<file path="src/rtl/result_packetizer.sv">
// result_packetizer
//   Captures one ALU result (opcode, result word, byte count) and sends it to
//   the UART TX stage as a byte stream over ready/valid:
//     byte 0     opcode
//     byte 1     RESERVED_BYTE_P
//     bytes 2-3  total packet length (4 + n), LSB first
//     payload    n result bytes, LSB first
//
// Ports
//   clk             system clock
//   rst             asynchronous active-low reset
//   opcode_i        opcode echoed in header byte 0
//   result_i        result word, byte k = result_i[8k+7:8k]
//   nbytes_i        payload byte count (clamped to MAX_BYTES_P)
//   result_valid_i  result/opcode/nbytes valid
//   result_ready_o  block can accept a result (IDLE only)
//   data_o          TX byte
//   valid_o         data_o valid
//   ready_i         TX stage accepts byte
//   busy_o          packet in progress
//
// state | meaning
// ------+----------------------------------------------
// IDLE  | waiting for a result, result_ready_o=1
// OP    | sending captured opcode
// RSV   | sending reserved byte
// LEN_L | sending packet length, low byte
// LEN_H | sending packet length, high byte
// DATA  | sending payload byte idx, LSB first

module result_packetizer #(
  parameter int          MAX_BYTES_P     = 8,
  parameter logic [7:0]  RESERVED_BYTE_P = 8'h00
) (
  input  logic                     clk,
  input  logic                     rst,
  input  logic [7:0]               opcode_i,
  input  logic [8*MAX_BYTES_P-1:0] result_i,
  input  logic [3:0]               nbytes_i,
  input  logic                     result_valid_i,
  output logic                     result_ready_o,
  output logic [7:0]               data_o,
  output logic                     valid_o,
  input  logic                     ready_i,
  output logic                     busy_o
);

  localparam int IDX_W = (MAX_BYTES_P > 1) ? $clog2(MAX_BYTES_P) : 1;

  typedef enum logic [2:0] {IDLE, OP, RSV, LEN_L, LEN_H, DATA} state_t;

  state_t                   state;
  logic [7:0]               opcode_q;
  logic [8*MAX_BYTES_P-1:0] result_q;
  logic [3:0]               n_q;
  logic [IDX_W-1:0]         idx;

  logic [3:0]       n_clamp;
  logic [15:0]      len_w;
  logic [IDX_W-1:0] idx_nxt;
  logic             last_byte;

  assign n_clamp   = (nbytes_i > 4'(MAX_BYTES_P)) ? 4'(MAX_BYTES_P) : nbytes_i;
  assign len_w     = 16'd4 + 16'(n_q);
  assign idx_nxt   = idx + IDX_W'(1);
  assign last_byte = (4'(idx) == (n_q - 4'd1));

  function automatic logic [7:0] result_byte(input logic [IDX_W-1:0] k);
    return result_q[8*k +: 8];
  endfunction

  // Outputs are registered alongside the state: each branch loads the byte
  // belonging to the state being entered, so data_o only changes on a
  // transfer and is held while the TX stage stalls.
  always_ff @(posedge clk or negedge rst) begin
    if (!rst) begin
      state          <= IDLE;
      opcode_q       <= '0;
      result_q       <= '0;
      n_q            <= '0;
      idx            <= '0;
      data_o         <= '0;
      valid_o        <= 1'b0;
      busy_o         <= 1'b0;
      result_ready_o <= 1'b0;
    end else begin
      case (state)
        IDLE: begin
          if (result_valid_i && result_ready_o) begin
            opcode_q       <= opcode_i;
            result_q       <= result_i;
            n_q            <= n_clamp;
            idx            <= '0;
            state          <= OP;
            data_o         <= opcode_i;
            valid_o        <= 1'b1;
            busy_o         <= 1'b1;
            result_ready_o <= 1'b0;
          end else begin
            result_ready_o <= 1'b1;
          end
        end
        OP: begin
          if (ready_i) begin
            state  <= RSV;
            data_o <= RESERVED_BYTE_P;
          end
        end
        RSV: begin
          if (ready_i) begin
            state  <= LEN_L;
            data_o <= len_w[7:0];
          end
        end
        LEN_L: begin
          if (ready_i) begin
            state  <= LEN_H;
            data_o <= len_w[15:8];
          end
        end
        LEN_H: begin
          if (ready_i) begin
            if (n_q != 4'd0) begin
              state  <= DATA;
              idx    <= '0;
              data_o <= result_byte('0);
            end else begin
              state          <= IDLE;
              data_o         <= '0;
              valid_o        <= 1'b0;
              busy_o         <= 1'b0;
              result_ready_o <= 1'b1;
            end
          end
        end
        DATA: begin
          if (ready_i) begin
            if (last_byte) begin
              state          <= IDLE;
              data_o         <= '0;
              valid_o        <= 1'b0;
              busy_o         <= 1'b0;
              result_ready_o <= 1'b1;
            end else begin
              idx    <= idx_nxt;
              data_o <= result_byte(idx_nxt);
            end
          end
        end
        default: begin
          state          <= IDLE;
          valid_o        <= 1'b0;
          busy_o         <= 1'b0;
          result_ready_o <= 1'b0;
        end
      endcase
    end
  end

endmodule

</file>
<file path="config.mk">
export PLATFORM = sky130hd
export DESIGN_NAME = result_packetizer
export DESIGN_NICKNAME = d
export VERILOG_FILES = /design/src/rtl/result_packetizer.sv
export SDC_FILE = /design/constraint.sdc
export NUM_CORES = 1
export LEC_CHECK = 0
export ABC_AREA = 1
export ABC_CLOCK_PERIOD_IN_PS = 4100
export CAP_MARGIN = 20
export CORE_ASPECT_RATIO = 1.4
export CORE_MARGIN = 2
export CORE_UTILIZATION = 65
export DETAILED_ROUTE_END_ITERATION = 16
export DONT_BUFFER_PORTS = 1
export GPL_ROUTABILITY_DRIVEN = 1
export GPL_TIMING_DRIVEN = 0
export PLACE_DENSITY_LB_ADDON = 0.3
export SLEW_MARGIN = 20
export SYNTH_ARGS = -nofsm -noshare
export SYNTH_HDL_FRONTEND = slang
export SYNTH_SLANG_ARGS = --single-unit
</file>
<file path="constraint.sdc">
create_clock -name clk -period 4.1 [get_ports clk]
set_input_delay 0.82 -clock clk [delete_from_list [all_inputs] [get_ports clk]]
set_output_delay 0.82 -clock clk [all_outputs]
set_load 0.005 [all_outputs]
</file>
# Word level (Yosys, flattened, before mapping)
# Index checks and enable logic that the tools add are counted.
# totals
ff_bits,84
out_inout_bits,11
word_cells,78
inputBits,80
# classes
n_shift,1
muxes,37
n_bitwise,1
n_eq_ne,16
reduce_logical,12
n_lt_le_gt_ge,1
add_sub_neg,3
# op_table
cell,n
$mux W8,8
$shiftx A64 B7 Y8,1
$pmux W8 S6,1
$mux W3,13
$ne A2 B2 Y1 const B,10
$pmux W3 S6,1
$reduce_and A7 Y1,2
$reduce_and A6 Y1,2
$mux W1,10
$pmux W3 S3,1
$pmux W1 S4,2
$eq A3 B2 Y1 const B,2
$eq A3 B3 Y1 const B,2
$reduce_bool A6 Y1,1
$add A3 B4 Y5 const A,1
$reduce_and A5 Y1,1
$eq A3 B4 Y1,1
$gt A4 B4 Y1 const B,1
$mux W4,1
$reduce_bool A4 Y1,1
$sub A4 B1 Y4 const B,1
$add A3 B1 Y3 const B,1
$eq A3 B1 Y1 const B,1
$logic_not A3 Y1,1
5 further kinds,5

# Depth between registers and ports, before layout
# Gate-level depths: netlist (run 1).
# logic_depth
depth_word,5
ltp_mapped,12
mapped_depth_nobuf,12

# Worst setup path after synthesis (run 1)
# No wires, ideal clock.
# synth_timing
path_kind,input port to flip-flop
start,in ready_i
end,reg data_o[6]
t_arrival_ns,1.607
setup_time_ns,0.065
cell_stages,7
path_buffers,1
t_required_ns,4.035
path_slack_ns,2.428
path_cell_list,inv_1 -> o21ai_0 -> nand4_4 -> buf_6 -> nor2_2 -> nand2_1 -> nand2_1
# synth_between
elab_chain_len,2
elab_cells_between_ends,6
cone_classes,5 x eq/ne; 1 x reduce/logical
# synth_lines
item,line,source
"start, declared",44,"input logic ready_i,"
$ne A2 B2 Y1 (no source line),n/a,
$reduce_and A7 Y1 (no source line) *,n/a,
"end signal, assigned",95,data_o <= opcode_i;
"end signal, assigned",112,data_o <= len_w[7:0];
"end signal, assigned",118,data_o <= len_w[15:8];
"end, declared",42,"output logic [7:0] data_o,"
# Every way passes the cells marked *; elsewhere a longest branch is shown, timed or not.
# A chain may end at the register's enable or synchronous reset.

# Worst setup path in the final report (run 1)
# layout_timing
start,reg idx[1]
end,reg data_o[0]
# layout_between
elab_chain_len,5
elab_cells_between_ends,6
cone_classes,1 x add/sub; 1 x eq/ne; 1 x shift; 3 x mux
# layout_lines
item,line,source
"start, declared",56,logic [IDX_W-1:0] idx;
"start signal, assigned",145,idx <= idx_nxt;
$add A3 B1 Y3,65,assign idx_nxt = idx + IDX_W'(1);
$shiftx A64 B7 Y8,69,return result_q[8*k +: 8];
$mux W8 *,138,if (last_byte) begin
$mux W8 *,137,if (ready_i) begin
$pmux W8 S6 *,87,case (state)
"end signal, assigned",95,
"end signal, assigned",112,
"end signal, assigned",146,data_o <= result_byte(idx_nxt);
# Every way passes the cells marked *; elsewhere a longest branch is shown, timed or not. The select of a mux whose other input is x is not followed.

==> results by stage, run 1 <==
Cells and area:
- The final-stage net count is 699.
- Of the cells placed in the final design, the portion with a size suffix greater than 1 is about a tenth.
- Once layout is complete, the utilization of the core stands at 71.1%.
- The synthesis-to-layout area growth is 6.08%.
- The fill cell total of the finished layout is 535.
- Registers take 0.00210 mm2.
- The area of the multi-input gates is 0.00204 mm2.
- 0 antenna diodes ended up in the layout.

Power and ir drop:
- For this design the static power due to leakage is about 0.0025 uW.
- The ratio of total power to cell area is 800 mW/mm2.
- Across the VDD grid, the largest voltage drop is between 0.0004 and 0.0005 V.

Placement:
- Detailed placement finished with a half-perimeter wire length of between 8 and 9 mm.
- At the end of routability-driven placement, the weighted congestion stood at 0.897.
- The port buffer count is 0.
- OpenSTA, run right after detailed placement, puts the worst setup slack at 2100 ps.

CTS:
- In this run, CTS created clock tree buffers numbering 9.
- The clock latency on the worst-skew pair is 360 ps.
- The hold buffer count at CTS is 0.
- TritonCTS built the clock tree.
- Clock tree synthesis found a total of 84 sinks.
- The H-tree was split into 3 levels.
- The number of gates resized after CTS was 0.
- The clock passes through at most 2 buffers.
- After clock tree synthesis, the clock-pin slew on the worst setup and hold paths is around 90 ps.
- The number of buffers inserted by post-CTS setup repair is 0.
- CTS placed an instance of sky130_fd_sc_hd__clkbuf_8 at the clock tree root.

Synthesis:
- The largest area contributor in the synthesized netlist is sky130_fd_sc_hd__dfrtp_1.
- Counting every net in the synthesized netlist gives 688.
- The fraction of synthesized cell area taken by the top area cell type is 47.8%.
- The synthesized design contains 84 register bits.
- After technology mapping, the gate count stands at 603.
- Synthesis instantiated 28 different standard cells from the library.
- sky130_fd_sc_hd__nand2_1 is the most common cell in the netlist.
- For this run, the register share of the synthesized area comes to 47.8%.
- The post-synthesis instance area is 0.00440 mm2.
- A synthesized cell averages 7.30 um2.
- The prevailing post-synth register cell is sky130_fd_sc_hd__dfrtp_1.
- After synthesis, the cell types taking the most area are sky130_fd_sc_hd__dfrtp_1 48%, sky130_fd_sc_hd__nand2_1 27%, sky130_fd_sc_hd__nand3_1 7.6%.
- For this run, asynchronously set or reset flops after synthesis account for 100%.
- By count the netlist is led by 322 x sky130_fd_sc_hd__nand2_1, 84 x sky130_fd_sc_hd__dfrtp_1, 67 x sky130_fd_sc_hd__nand3_1.
- The number of flops mapped to enable cells by yosys is 0.
- Yosys printed 0 warnings.

Timing:
- The slew at the pin closest to its max-slew limit is 639 ps.
- Measured against its own limit, the worst slew margin works out to 57.1%.
- The post-route clock period utilization is 49.8%.
- Setup violations remaining at the end of the flow were counted as 0.
- Adding up every negative setup slack in the final design gives 0 ps.
- On the final layout, the worst clock skew is 6.82 ps.
- The shortest period the worst path allows is 2040 ps.
- Setup repair after global routing left no endpoint under its margin.
- Static timing analysis puts the maximum clock frequency at roughly 0.5 GHz.
- The number of failing hold endpoints at the final stage was 0.
- The slack of the critical path is 2060 ps.
- The final-report max-slew violation count was 0.

Drt:
- For this run, design rule violations remaining after detail routing come to 0.
- In the routed layout, each cell is associated on average with a via count of 5.73.
- For this run, the detailed router's first-pass iteration total came to 5.
- The count of routing violations after the opening detailed-route iteration is 384.
- Summed over all layers, the routed wires come to 11.0 mm.
- The total number of vias is 3,973.
- The wire length per cell after detailed routing is between 15 and 20 um.
- The count of antenna-violating nets left after detailed routing is 0.

Critical path:
- The largest driver fanout on the critical path is 10.
- Data arrives at the worst endpoint at 2300 ps.
- STA classifies the critical path startpoint as a register.
- Tracing the worst setup path back leads to its startpoint at idx[1].
- The type of the worst setup path is register to register.
- The number of cells on the worst reg-to-reg path is 10.
- At the worst endpoint, the required time is 4360 ps.
- The kind of end point of the critical path is a register.
- The reg-to-reg startpoint is idx[1].
- Setup slack on the worst reg-to-reg path comes out at about 2100 ps.
- In this run the critical register-to-register path is captured at data_o[0].

Floorplan:
- During I/O placement, the number of pins put on the boundary was 91.
- In this run the vertical extent of the chip is 101 um.
- The die is 73.5 um wide.
- For this configuration, the core starts out at a cell density of about two thirds.
- Row generation in the floorplan step produced 35 rows.
- The die outline area is 0.00745 mm2.
- The standard cell core area is 0.00657 mm2.

Min path:
- The path type of the worst min-delay path is primary input to asynchronous set/reset pin.

GRT:
- The first-pass GRT wire length is roughly 18 mm.
- Entering global routing, the biggest net connects 85 pins.
- The residual overflow from global routing is 0.
- The number of global-route vias before repair is 4,037.
- The total track usage is 32.2%.
- The number of antenna violations at the first check in global routing is 0.

Run:
- Max-cap violations in this run came to 0.

Outcome:
- The flow ran to the end, and the final reports show no timing, DRC or antenna violations.
metrics by stage:
| step | total power [uW] | instance area [um2] | cells | hold slack (ps) |
|---|---|---|---|---|
| after floorplan | 2710 | 4400 | 603 | 442 |
| after global placement | 3070 | 4490 | 677 | 455 |
| after detailed placement | 3160 | 4490 | 677 | 459 |
| after CTS | 3710 | 4670 | 693 | 127 |
| after global routing | 4060 | 4670 | 693 | 127 |
| final | 3740 | 4670 | 693 | 138 |
power by group:
part / internal (uW) / switching [uW]
Combinational: 606 / 1150
Sequential: 1190 / 243
Clock: 223 / 319
Total: 2020 / 1710
worst max-delay path, cell delays in order, from the launching register on:
cell and delay, ps:
sky130_fd_sc_hd__dfrtp_1 420, sky130_fd_sc_hd__ha_1 280, sky130_fd_sc_hd__buf_2 190, sky130_fd_sc_hd__clkbuf_1 400, sky130_fd_sc_hd__nand3_1 180, sky130_fd_sc_hd__nand3_1 130
sky130_fd_sc_hd__nand2_1 70, sky130_fd_sc_hd__nand3_1 80, sky130_fd_sc_hd__nand2_1 60, sky130_fd_sc_hd__nand2_1 60, sky130_fd_sc_hd__nand2_1 50
kinds of logic after synthesis:
logic type | Yosys count | synth area share, %
adders and majority gates | 5 | 1.42
xor gates and xnor gates | 2 | 0.569
DFF | 84 | 47.8
AOI/OAI and AO/OA | 26 | 3.33
and+or+nand+nor | 434 | 41.1
buffers and inverters | 52 | 5.80
cell usage in the layout, fill, tap and decap left out, drive strengths merged:
master    netlist  routed
nand3          69      69
o21ai          13      13
a211oi          1       1
buf            26      26
clkinvlp        0       2
xnor2           1       1
nor3            9       9
nand2         325     325
ha              5       5
a21oi           6       6
nand4           1       1
dfrtp          84      84
clkbuf          1      10
o31ai           1       1
inv            23      25
xor2            1       1
clkinv          2       5
nor2           30      30
o22ai           5       5
cell type report:
class	count	area share [%]
clock inverters	7	1.10
plain buffers	27	3.32
multi-input cells	467	43.8
well taps	74	1.98
clock buffers	9	2.65
inverters	25	2.14
flip-flops and latches	84	45.0
flip-flops by register name, indices dropped and copies added (netlist names):
name,flops
result_ready_o,1
idx,3
busy_o,1
result_q,64
n_q,4
data_o,8
state,3
routing by layer:
layer	up-vias	global-route usage, %	wire length (um)
li1	1911	-	-
met1	1849	37.2	4160
met2	159	53.6	5570
met3	54	4.68	584
met4	0	23.1	662
met5	-	0	0
worst max-delay path by stage:
stage,to,slack [ps],depth (start not counted)
final,data_o[0],2060,10
after global routing,data_o[0],1890,10
after CTS,data_o[0],2080,10
after detailed placement,data_o[0],2100,10
after global placement,data_o[0],2130,10
after floorplan,data_o[6],2430,7
No activity file was read; power rests on OpenSTA's default activity.
==> run 2, diff against run 1 <==
Settings changed: ABC_CLOCK_PERIOD_IN_PS 4100 to 2000, CORE_UTILIZATION 65 to 63.
Clock period 4.1 ns to 2 ns, I/O delays scaled along.
==> run 2 against run 1 <==
- the flow now finishes with violations (negative hold slack)
- die area grew 3.0%
- via count shrank 0.88%
- global-route usage shrank 2.4 points
- utilization shrank 1.8 points
- count of clock-buffer cells in the layout grew 4
- highest routed layer unchanged
==> results by stage, run 2 (synthesis results as in run 1) <==
Critical path:
- The type of the worst setup path is register to register (unchanged).
- The data required time at the worst endpoint is 2260 ps (was 4360 ps).
- The largest driver fanout on the critical path came to 10 (unchanged).
- The kind of end point of the critical path is a register (unchanged).
- The kind of start point of the critical path is a register (unchanged).
- The data arrival time of the critical path is 2120 ps (was 2300 ps).

Timing:
- The slew at the pin closest to its max-slew limit is 415 ps (was 639 ps).
- The relative max-transition margin was 72.3% (was 57.1%).
- The post-route clock period utilization is 92.9% (was 49.8%).
- The final clock skew is 11.9 ps (was 6.82 ps).
- The number of setup violations in the final report is 0 (unchanged).
- The fmax came to 0.538 GHz (was 0.489 GHz).
- The final-report max-slew violation count came to 0 (unchanged).
- The final sum of negative setup slack is 0 ps (unchanged).
- The number of failing hold endpoints at the final stage is 84 (was 0).
- The worst hold-check slack is -292 ps (was 138 ps).
- RSZ-0062 raised after global routing: no (unchanged).
- The shortest period the worst path allows is 1860 ps (was 2040 ps).

Drt:
- The total number of vias is 3,938 (was 3,973).
- The number of remaining DRC errors is 0 (unchanged).
- The first-pass iteration count of the detailed router is 7 (was 5).
- The wire length per cell after detailed routing came to 14.8 um (was 15.8 um).
- The total length of routed wires is 10.5 mm (was 11.0 mm).
- The count of antenna-violating nets left after detailed routing is 0 (unchanged).
- The mean number of vias per cell is 5.52 (was 5.73).
- The count of routing violations after the opening detailed-route iteration is 225 (was 384).

CTS:
- The number of clock sinks seen by CTS is 84 (unchanged).
- The CTS clock-pin slew for the worst setup and hold paths was 90 ps (about the same).
- The CTS tree is yes (unchanged).
- The number of buffers between clock root and the deepest sink is 2 (unchanged).
- The clock latency on the worst-skew pair is 370 ps (was 360 ps).
- The count of H-tree levels built during CTS was 3 (unchanged).
- The CTS buffer count was 9 (unchanged).
- The root cell of the clock tree is sky130_fd_sc_hd__clkbuf_8 (unchanged).

Cells and area:
- The number of flip-flops under the largest register name is 64 (unchanged).
- The non-filler instance count after layout was 714 (was 693).
- Largest regs: result_q x64, data_o x8, n_q x4 (unchanged).
- The synthesis-to-layout area growth was 7.85% (was 6.08%).
- The final-stage net count is 699 (unchanged).
- The most common library cell in the layout ignoring fill and taps is sky130_fd_sc_hd__nand2_1 (unchanged).
- The fill cell total of the finished layout is 601 (was 535).
- Most frequent cells in the layout: 322 x sky130_fd_sc_hd__nand2_1, 84 x sky130_fd_sc_hd__dfrtp_1, 67 x sky130_fd_sc_hd__nand3_1 (unchanged).
- The flip-flop and latch area is 0.00210 mm2 (unchanged).
- The total inserted antenna cells is 0 (unchanged).
- The register name with the most flops is result_q (unchanged).
- The area of the multi-input gates came to 0.00205 mm2 (was 0.00204 mm2).
- The fraction of final layout cells with drive strength greater than 1 is 11.1% (was 10.7%).

Power and ir drop:
- The combinational fraction of design power came to 45.7% (was 47.0%).
- The clock network fraction of design power is 16.5% (was 14.5%).
- The worst voltage drop across the vdd grid is 0.000809 V (was 0.000473 V).
- The ratio of total power to cell area is 1640 mW/mm2 (was 800 mW/mm2).
- The total net switching power was 3400 uW (was 1710 uW).
- The sequential share of power is 37.8% (was 38.5%).
- The switching share of power is 43.6% (was 45.8%).
- The internal power consumption is 4390 uW (was 2020 uW).
- The leakage power figure was 0.00252 uW (was 0.00249 uW).

Floorplan:
- The initial core utilization is 64.3% (was 67.0%).
- The die boundary width came to 74.6 um (was 73.5 um).
- The site row count was 36 (was 35).
- The total I/O pin count was 91 (unchanged).
- The standard cell core area is 0.00685 mm2 (was 0.00657 mm2).
- The die outline area is 0.00768 mm2 (was 0.00745 mm2).
- The die boundary height is 103 um (was 101 um).

Outcome:
- The final reports fail on negative hold slack.
- Outcome: complete, but fails checks (was finished, final reports clean).

GRT:
- The maximum number of pins on one net before global-route repair is 85 (unchanged).
- The total track usage was 29.7% (was 32.2%).
- The first-pass GRT wire length is 16.9 mm (was 18.2 mm).
- The number of global-route vias before repair is 3,845 (was 4,037).
- The residual overflow from global routing was 0 (unchanged).
- The number of antenna violations at the first check in global routing is 0 (unchanged).

Run:
- The number of max-cap violations was 0 (unchanged).

Placement:
- The port buffer count is 0 (unchanged).
- The last weighted congestion value of the routability-driven placer came to 0.856 (was 0.897).
- The placed cell count is 698 (was 677).
- The half-perimeter wire length after placement came to 7.91 mm (was 8.01 mm).

Min path:
- The path type of the worst min-delay path is primary input to asynchronous set/reset pin (unchanged).
-- run 2: cell type report --
class	instances	area share (%)
flip-flops and latches	84	44.3
multi-input cells	467	43.2
clock buffers	13	3.56
plain buffers	27	3.40
well taps	95	2.50
inverters	25	2.11
clock inverters	3	0.923
-- run 2: path summary, 6_finish.rpt --
check / slack (ps) / cells after the start / endpoint / from
setup reg to reg: 140 / 11 / data_o[5] / idx[1]
max in group asynchronous: 2140 / 0 / result_q[57] / rst
setup / recovery: 140 / 11 / data_o[5] / idx[1]
hold / removal: -290 / 0 / state[1] / rst
min in group clk: 140 / 2 / result_q[9] / result_i[9]
hold reg to reg: 480 / 2 / result_q[16] / result_q[16]
-- run 2: metal layers --
layer,track usage (%),up-vias,routed length (um)
met2,50.4,152,5350
met4,21.6,0,595
met1,33.6,1830,4090
li1,-,1920,-
met5,0,-,0
met3,4.01,36,504
-- run 2: metrics by stage --
stage,setup WS (ps),util (%),instance area [um2],power (uW)
finish,142,69.3,4750,7790
CTS,11.7,69.1,4730,7740
detailed placement,-18.0,66.0,4520,6440
global placement,55.6,66.0,4520,6300
floorplan,344,-,4400,5550
global route,5.21,69.3,4750,8440
-- run 2: critical path: stages (launching register included) --
cell                      delay, ps
sky130_fd_sc_hd__dfrtp_1        420
sky130_fd_sc_hd__ha_1           290
sky130_fd_sc_hd__buf_2          180
sky130_fd_sc_hd__inv_2          130
sky130_fd_sc_hd__buf_4          190
sky130_fd_sc_hd__nand3_1        120
sky130_fd_sc_hd__nand3_1        100
sky130_fd_sc_hd__nand2_1         60
sky130_fd_sc_hd__nand3_1         80
sky130_fd_sc_hd__nand2_1         60
sky130_fd_sc_hd__nand2_1         60
sky130_fd_sc_hd__nand2_1         50
-- run 2: repair_timing --
item                                    in CTS  in global routing
hold endpoints to repair                    84                 84
gates resized for setup                      1                  7
pin swaps                                    0                  0
endpoints found under the setup margin       2                  9
setup buffers                                0                  0
-- run 2: power by group through the flow --
stage,Combinational (uW),Sequential [uW],Clock (uW)
4_1_cts,3510,2940,1290
6_report,3560,2940,1290
5_1_grt,4040,3030,1370
3_5_place_dp,3490,2960,0
2_1_floorplan,2730,2820,0
3_3_place_gp,3360,2930,0
